<file path="src/rtl/controlador_multiciclo.sv">
// controlador_multiciclo: multi-cycle control unit with memory wait states and illegal-opcode trap
// Ports:
//   clock, reset          rising-edge clock, synchronous active-high reset
//   run                   execution enable, level-sensitive
//   ir, g_out, mem_ready  instruction, G register value, memory handshake
//   done                  final step of the current instruction
//   mux_sel               bus source (registers, DIN, G, const 0, const 1)
//   regs_in               load enables (registers, A, G, ADDR, DOUT, IR)
//   alu_op, incr_pc       ALU operation, PC increment strobe
//   mem_wr, illegal       memory write strobe, sticky illegal-opcode flag
module controlador_multiciclo #(
   parameter int DATA_W   = 16,
   parameter int NREGS    = 8,
   parameter int REG_BITS = $clog2(NREGS),
   parameter int IR_W     = 4 + 2*REG_BITS,
   parameter int SEL_W    = $clog2(NREGS+4)
)(
   input  logic              clock,
   input  logic              reset,
   input  logic              run,
   input  logic [IR_W-1:0]   ir,
   input  logic [DATA_W-1:0] g_out,
   input  logic              mem_ready,
   output logic              done,
   output logic [SEL_W-1:0]  mux_sel,
   output logic [NREGS+4:0]  regs_in,
   output logic [2:0]        alu_op,
   output logic              incr_pc,
   output logic              mem_wr,
   output logic              illegal
);
   localparam int RW = NREGS + 5;
   localparam logic [2:0] IDLE = 3'd0, T0 = 3'd1, T1 = 3'd2, T2 = 3'd3,
                          T3 = 3'd4, T4 = 3'd5, HALT = 3'd6;
   localparam logic [3:0] OP_MV = 4'b0000, OP_MVI = 4'b0001, OP_SUB = 4'b0011,
                          OP_LD = 4'b0100, OP_ST = 4'b0101, OP_MVNZ = 4'b0110,
                          OP_OR = 4'b0111, OP_SLT = 4'b1000, OP_SLL = 4'b1001,
                          OP_SRL = 4'b1010, OP_AND = 4'b1011;
   localparam logic [SEL_W-1:0] SEL_PC  = SEL_W'(NREGS-1),
                                SEL_DIN = SEL_W'(NREGS),
                                SEL_G   = SEL_W'(NREGS+1),
                                SEL_0   = SEL_W'(NREGS+2),
                                SEL_1   = SEL_W'(NREGS+3);
   localparam int A_IN = NREGS, G_IN = NREGS+1, ADDR_IN = NREGS+2,
                  DOUT_IN = NREGS+3, IR_IN = NREGS+4;

   logic [2:0] state, next_state;
   logic       ill_q;

   logic [3:0]          op;
   logic [REG_BITS-1:0] rx, ry;
   logic                is_ill;
   logic [2:0]          alu_code;

   assign op     = ir[IR_W-1 -: 4];
   assign rx     = ir[2*REG_BITS-1 -: REG_BITS];
   assign ry     = ir[REG_BITS-1:0];
   assign is_ill = op[3] & op[2];

   // slt subtracts; the result sign is then turned into constant 0/1 in T4
   assign alu_code = (op == OP_SUB || op == OP_SLT) ? 3'b001 :
                     (op == OP_OR)  ? 3'b010 :
                     (op == OP_SLL) ? 3'b011 :
                     (op == OP_SRL) ? 3'b100 :
                     (op == OP_AND) ? 3'b101 : 3'b000;

   function automatic logic [RW-1:0] bit_at(input int i);
      return RW'(1) << i;
   endfunction

   always_comb begin
      next_state = state;
      done       = 1'b0;
      mux_sel    = '0;
      regs_in    = '0;
      alu_op     = 3'b111;
      incr_pc    = 1'b0;
      mem_wr     = 1'b0;
      if (!reset) begin
         case (state)
            IDLE: next_state = run ? T0 : IDLE;
            T0: begin
               mux_sel    = SEL_PC;
               regs_in    = bit_at(ADDR_IN);
               incr_pc    = 1'b1;
               next_state = T1;
            end
            T1: if (mem_ready) begin
               regs_in    = bit_at(IR_IN);
               next_state = T2;
            end
            T2: if (is_ill) next_state = HALT;
            else case (op)
               OP_MV: begin
                  mux_sel = SEL_W'(ry);
                  regs_in = bit_at(int'(rx));
                  done    = 1'b1;
               end
               OP_MVI: begin
                  mux_sel    = SEL_PC;
                  regs_in    = bit_at(ADDR_IN);
                  incr_pc    = 1'b1;
                  next_state = T3;
               end
               OP_LD, OP_ST: begin
                  mux_sel    = SEL_W'(ry);
                  regs_in    = bit_at(ADDR_IN);
                  next_state = T3;
               end
               OP_MVNZ: begin
                  mux_sel = SEL_W'(ry);
                  regs_in = (g_out != '0) ? bit_at(int'(rx)) : '0;
                  done    = 1'b1;
               end
               default: begin
                  mux_sel    = SEL_W'(rx);
                  regs_in    = bit_at(A_IN);
                  next_state = T3;
               end
            endcase
            T3: case (op)
               OP_MVI, OP_LD: if (mem_ready) begin
                  mux_sel = SEL_DIN;
                  regs_in = bit_at(int'(rx));
                  done    = 1'b1;
               end
               OP_ST: begin
                  mux_sel = SEL_W'(rx);
                  regs_in = bit_at(DOUT_IN);
                  mem_wr  = 1'b1;
                  done    = mem_ready;
               end
               default: begin
                  mux_sel    = SEL_W'(ry);
                  regs_in    = bit_at(G_IN);
                  alu_op     = alu_code;
                  next_state = T4;
               end
            endcase
            T4: begin
               regs_in = bit_at(int'(rx));
               done    = 1'b1;
               mux_sel = (op != OP_SLT) ? SEL_G : g_out[DATA_W-1] ? SEL_1 : SEL_0;
            end
            HALT: next_state = HALT;
            default: next_state = IDLE;
         endcase
         if (done) next_state = run ? T0 : IDLE;
      end
   end

   always_ff @(posedge clock) begin
      if (reset) begin
         state <= IDLE;
         ill_q <= 1'b0;
      end else begin
         state <= next_state;
         if (state == T2 && is_ill) ill_q <= 1'b1;
      end
   end

   assign illegal = ill_q & ~reset;
endmodule
</file>
<file path="config.mk">
export PLATFORM = sky130hd
export DESIGN_NAME = controlador_multiciclo
export DESIGN_NICKNAME = d
export VERILOG_FILES = /design/src/rtl/controlador_multiciclo.sv
export SDC_FILE = /design/constraint.sdc
export NUM_CORES = 1
export LEC_CHECK = 0
export ABC_CLOCK_PERIOD_IN_PS = 3200
export CAP_MARGIN = 20
export CORE_ASPECT_RATIO = 0.6
export CORE_MARGIN = 2
export CORE_UTILIZATION = 34
export DETAILED_ROUTE_END_ITERATION = 10
export PLACE_DENSITY = 0.78
export SLEW_MARGIN = 20
export SYNTH_ARGS = -nofsm -noshare
export SYNTH_HDL_FRONTEND = slang
export SYNTH_SLANG_ARGS = --single-unit
</file>
<file path="constraint.sdc">
create_clock -name clock -period 3.2 [get_ports clock]
set_input_delay 0.96 -clock clock [delete_from_list [all_inputs] [get_ports clock]]
set_output_delay 0.96 -clock clock [all_outputs]
set_load 0.01 [all_outputs]
</file>
==> impl_metrics.yaml, run 1 <==
synthesis:
  yosys.cell_types.count: 45
  synth-seq-area-share_pct: 9.07
  synth_ff_type: "dfxtp_1"
  synthArstFlopShare_pct: 0
  syn_area_um2: 883
  synth_edf_count: 0
  synth_top_area_share_pct: 9.07
  synth-seq-cells: 4
  ys_top_cells_by_area: "dfxtp_1 9.1%, a21oi_1 7.9%, nand3b_1 5.1%"
  synth_fp_nets: 168
  yosysWarnings: 0
  yosysTopAreaCell: "dfxtp_1"
  synthCells: 136
  synth_most_common_cell: "a21oi_1"
  avgSynthCellArea_um2: 6.50
  synth.cells.most_frequent: "14 x a21oi_1, 10 x clkbuf_1, 10 x nand2_1"
place:
  placedInstanceArea_um2: 1640
  io_buffers: 53
  place_congestion: 0.864
  dp_hpwl_mm: 2.83
pwr:
  p_leak_nw: 0.756
  ir_drop_v: 0.000422
  power_density_nw_per_um2: 263
global_routing:
  grt_pass1_wl_mm: 5.97
  grt_usage_pct: 24.8
  grt_pass1_vias: 1301
  grt_max_degree: 17
  grt_overflow_total: 0
  grt_antenna_before_repair: 0
finish:
  nNetsFinal: 248
  area_growth_pct: 108
  fin_area_um2: 1840
  antenna_cells: 0
  drive_above_1_share_pct: 43.5
  fillers: 195
sta:
  hold_slack_ns: 0.461
  rsz0062_at_grt: "yes"
  finalCritPeriodShare_pct: 104
  max_freq_mhz: 301
  fin_ws_ns: -0.125
  final-max-slew-violation-count: 0
  max_slew_margin_pct: 70.8
  tightest_slew_ns: 0.427
  finalSetupViolCount: 3
  hold_violations: 0
  fin_skew_ns: 0.00510
  period_minus_slack_ns: 3.33
cts:
  path_clk_slew_ns: 0.03
  cts_sinks: 4
  cts_buffers: 3
  h-tree-depth: 1
  clk_path_buf_depth: 2
  clock_latency_ns: 0.22
  tritoncts: "built"
  cts_root_buf: "clkbuf_8"
  cts_hold_buffers: 0
critical_path:
  crit_required_ns: 2.24
  cp-startpoint: "reset"
  crit_type: "input pin to output port"
  cp.arrival_ns: 2.37
  cp-end-kind: "output port"
  rr_startpoint: "state[2]$_SDFFE_PP0P_"
  start_kind: "input pin"
  cp_max_fo: 3
route:
  wl_per_cell_um: 15.6
  vias: 1389
  dr.pass1.iters: 4
  route.detailed.drc: 0
  routed_wl_mm: 3.83
  antenna_left: 0
  drt_iter0_drc: 49
  avgViaCountPerCell: 5.65
flow_run:
  cap_violations: 0
outcome:
  status: "finished with violations"
  violations: "setup timing"
die:
  io_pins: 54
  die_w_um: 69.8
  die_y_um: 43.5
  start_util_pct: 35.5
  coreArea_um2: 2490
  die_area_um2: 3040
  rows: 14
min_path:
  min_from: "ill_q$_SDFFE_PP0P_"
  hold_path.class: "flop to flop"
-- state kept, by name (all words and copies together) (netlist names) --
register  flops
ill_q         1
state         3
-- repair_timing --
item	4_1_cts	5_1_grt
gates resized for setup	130	19
endpoints found under the hold margin	0	0
pin swaps	22	9
setup endpoints to repair	24	16
setup buffers	6	0
-- power by group --
part	switching [mW]	leakage [nW]	internal [mW]	total, mW
registers	0.00573	0.0326	0.0587	0.0644
clock network	0.0285	0.0216	0.0804	0.109
logic	0.168	0.702	0.144	0.311
total	0.202	0.756	0.283	0.484
-- logic make-up (layout without fill, tap and decap cells) --
group | count (synthesis) | in the layout | share of synthesized area, %
flops | 4 | 4 | 9.07
fa+ha+maj | 2 | 2 | 2.83
compound gates | 42 | 42 | 32.0
simple gates | 64 | 64 | 43.6
xor+xnor | 2 | 2 | 1.98
buf+inv | 21 | 99 | 9.21
mux | 1 | 1 | 1.27
-- critical path, stage by stage --
cell and delay, ns:
buf_6 0.09, or3b_4 0.38, o22a_1 0.19, or4b_4 0.49, a21oi_2 0.11, buf_2 0.14
-- metrics by stage --
step	setup TNS [ns]	instances	util, %	total power [mW]	setup WS (ns)
after floorplan	-0.0375	136	-	0.202	-0.0188
after global placement	-15.48	239	66.1	0.330	-0.856
after detailed placement	-15.96	239	66.1	0.337	-0.919
after CTS	-0.425	248	71.3	0.468	-0.184
after global routing	-0.539	246	73.9	0.513	-0.173
final	-0.277	246	73.9	0.484	-0.125
-- placed cells by master, fill, tap and decap left out, types with 3 or more instances in the layout --
cell type,instances
buf_2,14
a21oi_2,9
nor2_1,7
nand2b_1,4
nand2_1,9
nand3b_1,6
clkdlybuf4s50_1,9
dlygate4sd2_1,24
nor3_1,3
dfxtp_1,4
buf_4,33
inv_1,7
buf_6,5
nand4b_1,3
o211ai_1,3
nand3_1,3
a21oi_1,6
clkbuf_8,3
nor2b_1,4
nor4_2,5
a31oi_1,3
-- path summary, 6_finish.rpt --
| kind | end | slack, ns | cells past startpoint |
|---|---|---|---|
| min | ill_q$_SDFFE_PP0P_ | 0.46 | 2 |
| max | regs_in[2] | -0.13 | 6 |
| min reg2reg | ill_q$_SDFFE_PP0P_ | 0.46 | 2 |
| max reg2reg | state[0]$_SDFFE_PP0P_ | 1.21 | 8 |
-- routing by layer --
layer	part of all wire (%)	wire [µm]	GRT usage [%]
met1	45	1710	33.1
met2	45	1730	42.5
met3	8.8	336	3.72
met4	1.5	59	6.92
met5	0	0	0
-- final cells by class --
cell class	instances	area, µm²	area share (%)
multi-input combinational	111	940	51.1
timing repair buffer	89	712	38.7
sequential	4	80.1	4.35
clock buffer	3	41.3	2.24
tap	32	40.0	2.18
inverter	7	26.3	1.43
(Power assumes the default switching activity.)
==> run 2, diff against run 1 <==
--- a/config.mk
+++ b/config.mk
@@ -11,7 +11,7 @@
 export CORE_MARGIN = 2
 export CORE_UTILIZATION = 34
 export DETAILED_ROUTE_END_ITERATION = 10
-export PLACE_DENSITY = 0.78
+export PLACE_DENSITY_LB_ADDON = 0.1
 export SLEW_MARGIN = 20
 export SYNTH_ARGS = -nofsm -noshare
 export SYNTH_HDL_FRONTEND = slang
==> impl_metrics.yaml, run 2 (synthesized netlist as in run 1, its figures left out) <==
cts:
  h-tree-depth: 1
  path_clk_slew_ns: 0.04
  clk_path_buf_depth: 2
  cts_sinks: 4
  tritoncts: "built"
  clock_latency_ns: 0.22
  cts_hold_buffers: 0
  cts_buffers: 3
  cts_root_buf: "clkbuf_8"
finish:
  layout_common_cells: "39 x buf_4, 20 x dlygate4sd2_1, 15 x buf_2, 10 x nand2_1"
  antenna_cells: 0
  drive_above_1_share_pct: 44.8
  area_growth_pct: 119
  regMostFlops: "state"
  multiInputGateArea_um2: 947
  nNetsFinal: 255
  reg_top3: "state (3), ill_q (1)"
  largest_reg_flops: 3
  fillers: 192
  ff_latch_area_um2: 80.1
  postLayoutCoreUtil_pct: 77.7
  layout_commonest_cell: "buf_4"
sta:
  tightest_slew_ns: 0.364
  hold_violations: 0
  max_freq_mhz: 302
  max_slew_margin_pct: 75.1
  rsz0062_at_grt: "yes"
  finalCritPeriodShare_pct: 104
  fin_tns_setup_ns: -0.207
  fin_ws_ns: -0.113
  final-max-slew-violation-count: 0
  finalSetupViolCount: 2
  fin_skew_ns: 0.00607
  period_minus_slack_ns: 3.31
min_path:
  hold_path.class: "flop to flop"
place:
  place_congestion: 0.868
  dp_hpwl_mm: 2.96
  io_buffers: 53
pwr:
  p_leak_nw: 0.850
  ir_drop_v: 0.000294
  power_density_nw_per_um2: 257
die:
  die_area_um2: 3040
  die_w_um: 69.8
  rows: 14
  coreArea_um2: 2490
  die_y_um: 43.5
  start_util_pct: 35.5
  io_pins: 54
critical_path:
  cp_max_fo: 3
  cp.arrival_ns: 2.35
  start_kind: "input pin"
  cp-end-kind: "output port"
  crit_required_ns: 2.24
  crit_type: "input pin to output port"
route:
  vias: 1456
  drt_iter0_drc: 67
  avgViaCountPerCell: 5.75
  wl_per_cell_um: 16.5
  dr.pass1.iters: 4
  antenna_left: 0
  route.detailed.drc: 0
  routed_wl_mm: 4.18
global_routing:
  grt_overflow_total: 0
  grt_usage_pct: 27.0
  grt_pass1_wl_mm: 6.58
  grt_antenna_before_repair: 0
  grt_max_degree: 17
  grt_pass1_vias: 1390
outcome:
  violations: "setup timing"
  status: "finished with violations"
flow_run:
  cap_violations: 0
[run 2: cell count changes in the layout (fill, tap and decap cells not counted), sizes merged]
cell and delta:
buf +10, dlymetal6s2s +5, dlygate4sd2 -4, clkbuf -2, clkdlybuf4s15 -1, clkdlybuf4s50 -1
[run 2: cell type report]
| class | instances | area share (%) |
|---|---|---|
| Tap cell | 32 | 2.07 |
| Sequential cell | 4 | 4.15 |
| Timing Repair Buffer | 96 | 41.3 |
| Multi-Input combinational cell | 111 | 49.0 |
| Clock buffer | 3 | 2.14 |
| Inverter | 7 | 1.36 |
[run 2: layer usage]
layer	up-vias	share of wire, %	global-route usage, %
li1	688	-	-
met1	690	44	37.3
met2	70	47	43.6
met3	8	7.4	5.12
met4	0	1.7	8.08
met5	-	0	0
[run 2: power breakdown]
part	internal, mW	total (mW)	switching [mW]
registers	0.0586	0.0649	0.00624
logic	0.147	0.320	0.173
clock network	0.0806	0.111	0.0308
[run 2: critical path: stages]
cell	delay (ns)
buf_6	0.09
or3b_4	0.36
o22a_1	0.20
or4b_1	0.48
a21oi_2	0.11
buf_2	0.14
[run 2: per-stage QoR]
stage	instances	hold slack (ns)	power (mW)	area (µm²)	setup slack, ns
2_1_floorplan	136	0.432	0.202	898	-0.0188
3_3_place_gp	245	0.454	0.330	1700	-0.838
3_5_place_dp	245	0.461	0.338	1700	-0.879
4_1_cts	255	0.473	0.465	1840	-0.192
5_1_grt	253	0.504	0.526	1930	-0.142
6_report	253	0.468	0.496	1930	-0.113
[run 2: what timing repair did]
item,4_1_cts,5_1_grt
setup buffers,8,0
endpoints found under the setup margin,24,14
gates resized for setup,125,25
pin swaps,21,22
[run 2: path summary, 6_finish.rpt]
path	end	from	depth (start not counted)	slack [ns]
worst min register to register	ill_q$_SDFFE_PP0P_	ill_q$_SDFFE_PP0P_	2	0.47
worst min-delay path	ill_q$_SDFFE_PP0P_	ill_q$_SDFFE_PP0P_	2	0.47
worst max register to register	state[0]$_SDFFE_PP0P_	state[1]$_SDFFE_PP0P_	8	1.30
worst max-delay path	regs_in[2]	reset	6	-0.11
